## src/rtl/definitions_pkg.sv

```systemverilog
// Shared types for the instruction-memory arbiter: word types, FSM states and
// a saturating-increment helper used by the optional perf counters.
package definitions_pkg;

    localparam int unsigned IMEM_ADDR_W = 32;
    localparam int unsigned IMEM_DATA_W = 32;
    localparam int unsigned PERF_CNT_W  = 32;

    typedef logic [IMEM_ADDR_W-1:0] imem_addr_t;
    typedef logic [IMEM_DATA_W-1:0] imem_data_t;
    typedef logic [PERF_CNT_W-1:0]  perf_cnt_t;

    typedef enum logic [1:0] {
        ARB_BOOT,
        ARB_RUN,
        ARB_LOAD,
        ARB_FLUSH
    } imem_arb_state_e;

    function automatic perf_cnt_t sat_inc(input perf_cnt_t value, input logic en);
        return (en && (value != '1)) ? value + 1'b1 : value;
    endfunction

endpackage

```

## src/rtl/imem_arb_perf.sv

```systemverilog
// Two saturating event counters for the arbiter: stalled fetch cycles outside
// BOOT and loader grants. Only instantiated when IMEM_ARB_PERF_EN is defined.
module imem_arb_perf
    import definitions_pkg::*;
(
    input  logic      clk_i,
    input  logic      rst_ni,
    input  logic      stall_evt_i,
    input  logic      gnt_evt_i,
    output perf_cnt_t perf_stall_cnt_o,
    output perf_cnt_t perf_ld_cnt_o
);

    perf_cnt_t stall_cnt_q, stall_cnt_d;
    perf_cnt_t ld_cnt_q,    ld_cnt_d;

    always_comb begin
        stall_cnt_d = sat_inc(stall_cnt_q, stall_evt_i);
        ld_cnt_d    = sat_inc(ld_cnt_q, gnt_evt_i);
    end

    always_ff @(posedge clk_i or negedge rst_ni) begin
        if (!rst_ni) begin
            stall_cnt_q <= '0;
            ld_cnt_q    <= '0;
        end else begin
            stall_cnt_q <= stall_cnt_d;
            ld_cnt_q    <= ld_cnt_d;
        end
    end

    assign perf_stall_cnt_o = stall_cnt_q;
    assign perf_ld_cnt_o    = ld_cnt_q;

endmodule

```

## src/rtl/imem_arbiter.sv

```systemverilog
// Single-port instruction RAM arbiter between fetch and the loader/debug master.
// Optional perf counters are enabled with the IMEM_ARB_PERF_EN macro.
module imem_arbiter
    import definitions_pkg::*;
#(
    parameter int unsigned ADDR_W    = IMEM_ADDR_W,
    parameter int unsigned DATA_W    = IMEM_DATA_W,
    parameter int unsigned MAX_BURST = 8
) (
    input  logic              clk_i,
    input  logic              rst_ni,
    input  logic              boot_done_i,
    input  logic [ADDR_W-1:0] ft_addr_i,
    output logic [DATA_W-1:0] ft_instr_o,
    output logic              ft_stall_o,
    output logic              ft_flush_o,
    input  logic              ld_req_i,
    input  logic              ld_we_i,
    input  logic [ADDR_W-1:0] ld_addr_i,
    input  logic [DATA_W-1:0] ld_wdata_i,
    output logic              ld_gnt_o,
    output logic              ld_rvalid_o,
    output logic [DATA_W-1:0] ld_rdata_o,
    output logic [ADDR_W-1:0] mem_addr_o,
    output logic              mem_we_o,
    output logic [DATA_W-1:0] mem_wdata_o,
    input  logic [DATA_W-1:0] mem_rdata_i
`ifdef IMEM_ARB_PERF_EN
    ,
    output perf_cnt_t         perf_stall_cnt_o,
    output perf_cnt_t         perf_ld_cnt_o
`endif
);

    localparam int unsigned BURST_W = $clog2(MAX_BURST + 1);

    imem_arb_state_e   state_q, state_d;
    logic [BURST_W-1:0] burst_cnt_q, burst_cnt_d;
    logic              dirty_q, dirty_d;
    logic              rvalid_q, rvalid_d;
    logic [DATA_W-1:0] rdata_q, rdata_d;
    logic              ld_owns;
    logic              ld_gnt_raw;

    // NOTE: every signal gets a default before the case so no path leaves it unassigned (no latches).
    always_comb begin
        state_d     = state_q;
        burst_cnt_d = burst_cnt_q;
        dirty_d     = dirty_q;
        ld_owns     = 1'b0;
        ld_gnt_raw  = 1'b0;
        ft_stall_o  = 1'b1;
        ft_flush_o  = 1'b0;

        case (state_q)
            ARB_BOOT: begin
                ld_owns    = 1'b1;
                ld_gnt_raw = ld_req_i;
                dirty_d    = dirty_q | (ld_req_i & ld_we_i);
                if (boot_done_i) state_d = ARB_FLUSH;
            end
            ARB_RUN: begin
                ft_stall_o = 1'b0;
                if (ld_req_i) state_d = ARB_LOAD;
            end
            ARB_LOAD: begin
                ld_owns    = 1'b1;
                ld_gnt_raw = ld_req_i;
                dirty_d    = dirty_q | (ld_req_i & ld_we_i);
                if (ld_req_i) begin
                    burst_cnt_d = burst_cnt_q + 1'b1;
                    // Force fetch back once the burst budget is spent.
                    if (burst_cnt_q == BURST_W'(MAX_BURST - 1)) state_d = ARB_FLUSH;
                end else begin
                    state_d = ARB_FLUSH;
                end
            end
            ARB_FLUSH: begin
                ft_flush_o  = dirty_q;
                burst_cnt_d = '0;
                dirty_d     = 1'b0;
                state_d     = ARB_RUN;
            end
            default: state_d = ARB_BOOT;
        endcase

        // Reset is asynchronous, so the grant is masked combinationally too.
        ld_gnt_o = ld_gnt_raw & rst_ni;
        rvalid_d = ld_gnt_o & ~ld_we_i;
        rdata_d  = rvalid_d ? mem_rdata_i : rdata_q;
    end

    // NOTE: sequential state uses non-blocking assignments so all flops update together.
    // NOTE: rdata is reset because it is a visible port value; RAM contents themselves are never reset.
    always_ff @(posedge clk_i or negedge rst_ni) begin
        if (!rst_ni) begin
            state_q     <= ARB_BOOT;
            burst_cnt_q <= '0;
            dirty_q     <= 1'b0;
            rvalid_q    <= 1'b0;
            rdata_q     <= '0;
        end else begin
            state_q     <= state_d;
            burst_cnt_q <= burst_cnt_d;
            dirty_q     <= dirty_d;
            rvalid_q    <= rvalid_d;
            rdata_q     <= rdata_d;
        end
    end

    assign mem_addr_o  = ld_owns ? ld_addr_i : ft_addr_i;
    assign mem_we_o    = ld_gnt_o & ld_we_i;
    assign mem_wdata_o = ld_wdata_i;
    assign ft_instr_o  = mem_rdata_i;
    assign ld_rvalid_o = rvalid_q;
    assign ld_rdata_o  = rdata_q;

`ifdef IMEM_ARB_PERF_EN
    imem_arb_perf u_perf (
        .clk_i            (clk_i),
        .rst_ni           (rst_ni),
        .stall_evt_i      (ft_stall_o && (state_q != ARB_BOOT)),
        .gnt_evt_i        (ld_gnt_o),
        .perf_stall_cnt_o (perf_stall_cnt_o),
        .perf_ld_cnt_o    (perf_ld_cnt_o)
    );
`endif

endmodule

```

## config.mk

```make
export PLATFORM = sky130hd
export DESIGN_NAME = imem_arbiter
export DESIGN_NICKNAME = d
export VERILOG_FILES = /design/src/rtl/definitions_pkg.sv /design/src/rtl/imem_arb_perf.sv /design/src/rtl/imem_arbiter.sv
export SDC_FILE = /design/constraint.sdc
export NUM_CORES = 1
export LEC_CHECK = 0
export ABC_AREA = 1
export CAP_MARGIN = 20
export CORE_AREA = 2 2 102 104
export DETAILED_ROUTE_END_ITERATION = 16
export DIE_AREA = 0 0 104 106
export GPL_TIMING_DRIVEN = 0
export PLACE_DENSITY_LB_ADDON = 0.05
export SLEW_MARGIN = 30
export SYNTH_ARGS = -nofsm -noshare
export SYNTH_HDL_FRONTEND = slang
export SYNTH_SLANG_ARGS = --single-unit
```

## constraint.sdc

```tcl
create_clock -name clk_i -period 3.2 [get_ports clk_i]
set_clock_uncertainty 0.05 [all_clocks]
set_input_delay 0.8 -clock clk_i [delete_from_list [all_inputs] [get_ports clk_i]]
set_output_delay 0.8 -clock clk_i [all_outputs]
set_load 0.01 [all_outputs]
```

Word level (Yosys, flattened, before mapping):

Index checks and enable logic that the tools add are counted.

* register bits after elaboration: 40
* input port bits: 133
* logic and storage cells: 39

* add/subtract/negate cells: 1
* eq/ne operators: 8
* muxes and demuxes: 13
* bitwise operators: 6
* reductions and logical operators: 6

Operator list (count)
* 32-bit 2-to-1 mux: 1
* 2-bit 2-to-1 mux: 4
* 2-bit case mux with 4 select lines: 1
* 4-bit case mux with 2 select lines: 1
* 2-bit inequality test (second input constant): 3
* 4-bit by 1-bit adder with 4-bit output (second input constant): 1
* 1-bit AND: 4
* 2-bit equality test (second input constant): 2
* 4-bit by 3-bit equality test with 1-bit output (second input constant): 1
* 1-bit 2-to-1 mux: 4
* 4-bit 2-to-1 mux: 1
* 2-bit nonzero test: 2
* 3-bit inequality test (second input constant): 1
* 3-bit AND reduction: 1
* 2-bit by 1-bit equality test with 1-bit output (second input constant): 1
* 2-bit logical NOT: 1
* 1-bit case mux with 2 select lines: 1
* 2-bit AND reduction: 1
* 2-bit OR reduction: 1
* 1-bit inverter: 1
* 1-bit bitwise OR: 1

Logic depth before layout (Yosys ltp):

Gate-level depths: netlist (run 1).

* word-level depth: 5
* gate-level depth with buffers: 7

Worst setup path after synthesis (run 1):

Ideal clock, no wire load.

* path kind: input-to-output
* from: input ld_req_i
* to: output mem_we_o
* arrival time: 1.148 ns
* slack: 1.202 ns
* stages: 4
* cells stage by stage: inv_2 nor2_4 nand2_1 nor2_1

* word-level cells in the longest chain between the ends: 3

RTL lines
* start: declaration: RTL line imem_arbiter.sv:17 `input logic ld_req_i,`
* 1-bit 2-to-1 mux: RTL line imem_arbiter.sv:55 `case (state_q)`
* 1-bit AND: RTL line imem_arbiter.sv:88 `ld_gnt_o = ld_gnt_raw & rst_ni;`
* 1-bit AND: RTL line imem_arbiter.sv:112 `assign mem_we_o = ld_gnt_o & ld_we_i;`
* end: declaration: RTL line imem_arbiter.sv:25 `output logic mem_we_o,`

No other way between the ends.

Worst setup path in the final report (run 1):

Same ends and word-level chain as after synthesis.

==> flow_summary.yaml, run 1 <==
layout:
  n_antenna_cell: 0
  finalNetCount: 731
  fin_util_pct: 51.0
  fill_cells: 999
  drive_gt1_share_pct: 14.7
  multiInputGateArea_um2: 902
  seqCellArea_um2: 1000
  area_delta_synth_final_pct: 104
cts:
  cts_buffers: 5
  clk_latency_ns: 0.29
  cts_resized: 0
  cts_max_level: 2
  clockBufferDepth: 2
  clk_pin_slew_worst_paths_ns: 0.08
  post-cts-setup-buffers: 0
  numClockSinks: 40
  postCtsHoldBufs: 0
  cts_tree: "built"
  cts-root-buf: "clkbuf_8"
synth:
  yosys.cell_count.top_type: "nand2_1"
  synth_area_leader_cell: "dfrtp_1"
  ys_types: 19
  yosys_warnings: 0
  ys_async_sr_fraction_pct: 100
  synth-main-ff-cell: "dfrtp_1"
  syn_inst: 356
  synth_edf_count: 0
  syn-cell-area_um2: 2500
  syn-num-nets: 490
  synth_area_per_cell_um2: 7.03
  ys_seq_area_share_pct: 40.0
  synth_common_cells: "nand2_1, buf_4, dfrtp_1"
  synthTopCellsByArea: "dfrtp_1, nand2_1, buf_4"
  synth_top_area_share_pct: 40.0
  ys_seq_elements: 40
critical_path:
  critPathRequiredTime_ns: 2.35
  critPathKind: "in -> out"
  path_max_fanout: 3
  worstSetupStartpointType: "input pin"
  r2r_setup_slack_ns: 1.92
  worstPathArrival_ns: 2.23
  rr_worst_depth: 5
  r2r-start: "state_q[0]"
  r2r_end: "state_q[0]"
  endpoint_kind: "output pin"
timing:
  fin_crit_sh_pct: 96.4
  maxSlewHeadroom_pct: 70.5
  min_period_ns: 3.08
  maxSlewViolCount: 0
  worst_slew_pin_slew_ns: 0.442
  rsz0062_at_grt: "false"
  timing.final.ws_setup_ns: 0.117
  hold_violations: 0
  setup_viol_count_final: 0
  fmax_mhz: 324
place:
  dp_worst_setup_slack_ns: 0.107
  gp_congestion: 0.746
  dp_hpwl_mm: 7.61
  portBuffers: 233
power_and_ir_drop:
  max-vdd-ir-drop_uv: 366
  powerDensity_nw_per_um2: 606
  p_leak_nw: 2.51
  power_w: 0.00309
floorplanning:
  dieArea_um2: 11000
  core_area_um2: 10000
  die_width_um: 104
  die_h_um: 106
  row_count: 37
  start_util_pct: 25.0
  io_pins: 266
drt:
  drcViolationCount: 0
  ant_nets: 0
  wl_mm: 9.30
  avgViaCountPerCell: 3.98
  dr.pass1.iters: 7
  via_count: 2921
  drt_iter0_drc: 124
  routedWlPerCell_um: 12.7
job:
  drv_cap: 0
grt:
  antenna_found_initial: 0
  grt_overflow: 0
  grt_pass1_wl_mm: 14.8
  grt_use_total_pct: 16.3
  grt_pass1_vias: 2856
  grt_max_degree: 27
min_path:
  hp-class: "in -> async"
status:
  status: "completed"
[critical path, stage by stage]
cell and delay [ns]:
clkdlybuf4s50_1 0.54, inv_2 0.07, nor2_4 0.11, nand2_1 0.08, nor2_1 0.08, clkdlybuf4s50_1 0.56
[layout by cell type, fill, tap and decap left out]
cell type        count
clkdlybuf4s50_1    232
nand2_1            211
buf_4               64
dfrtp_1             40
buf_2                9
inv_1                8
nand3_1              6
clkbuf_8             5
nor2_1               4
buf_6                3
clkbuf_1             2
clkinv_2             2
inv_2                1
nor2_4               1
nand3_2              1
a21oi_1              1
xor2_1               1
a31oi_1              1
nand4_1              1
o21ai_0              1
ha_1                 1
clkinvlp_4           1
buf_12               1
[kinds of logic after synthesis]
group / Yosys count / synth area share (%)
simple gates: 224 / 34.5
fa+ha+maj: 1 / 0.500
buf+inv: 87 / 24.0
compound gates: 3 / 0.649
xor+xnor: 1 / 0.350
flops: 40 / 40.0
[report_power, final]
part           internal (W)  switching [W]  total (W)
Sequential         0.000721       0.000121   0.000842
Clock              0.000148       0.000178   0.000326
Combinational       0.00106       0.000862    0.00193
[metrics by stage]
stage / instances / cell area, µm² / hold slack (ns) / setup TNS, ns
5_1_grt: 733 / 5100 / 0.391 / 0
4_1_cts: 733 / 5100 / 0.385 / 0
3_3_place_gp: 725 / 5010 / 0.410 / -19.57
3_5_place_dp: 726 / 5020 / 0.414 / 0
6_report: 733 / 5100 / 0.380 / 0
2_1_floorplan: 356 / 2500 / 0.421 / 0
[cell type report]
type                    instances  share of cell area (%)
clock buffers                   5                    1.35
well taps                     136                    3.33
flip-flops and latches         40                    19.6
multi-input cells             229                    17.7
plain buffers                  77                    11.0
repair buffers                234                    46.0
inverters                      10                   0.760
clock inverters                 2                   0.245
[how the worst max path moves through the flow]
stage	depth (start not counted)	slack, ns	end	start
floorplan	4	1.20	mem_we_o	ld_req_i
global placement	4	-1.29	mem_we_o	rst_ni
detailed placement	6	0.11	mem_we_o	ld_req_i
CTS	6	0.1	mem_we_o	ld_req_i
global route	6	0.005	mem_we_o	ld_req_i
finish	6	0.12	mem_we_o	ld_req_i
[layer usage]
layer	wire (µm)	global-route usage [%]	share of wire, %
met1	3430	18.2	37
met2	4770	29.4	51
met3	976	6.56	10
met4	121	3.57	1.3
met5	0	0	0
[registers in the layout, indices dropped and copies added (netlist names)]
| signal | flops |
|---|---|
| ld_rdata_o | 32 |
| burst_cnt_q | 4 |
| state_q | 2 |
| dirty_q | 1 |
| ld_rvalid_o | 1 |
No activity file was read; power rests on OpenSTA's default activity.
==> run 2: changes to the inputs <==
TNS_END_PERCENT = 1   (was not set)
==> results of run 2 <==
Same layout as run 1: the final DEF is identical, and so are final timing and power.
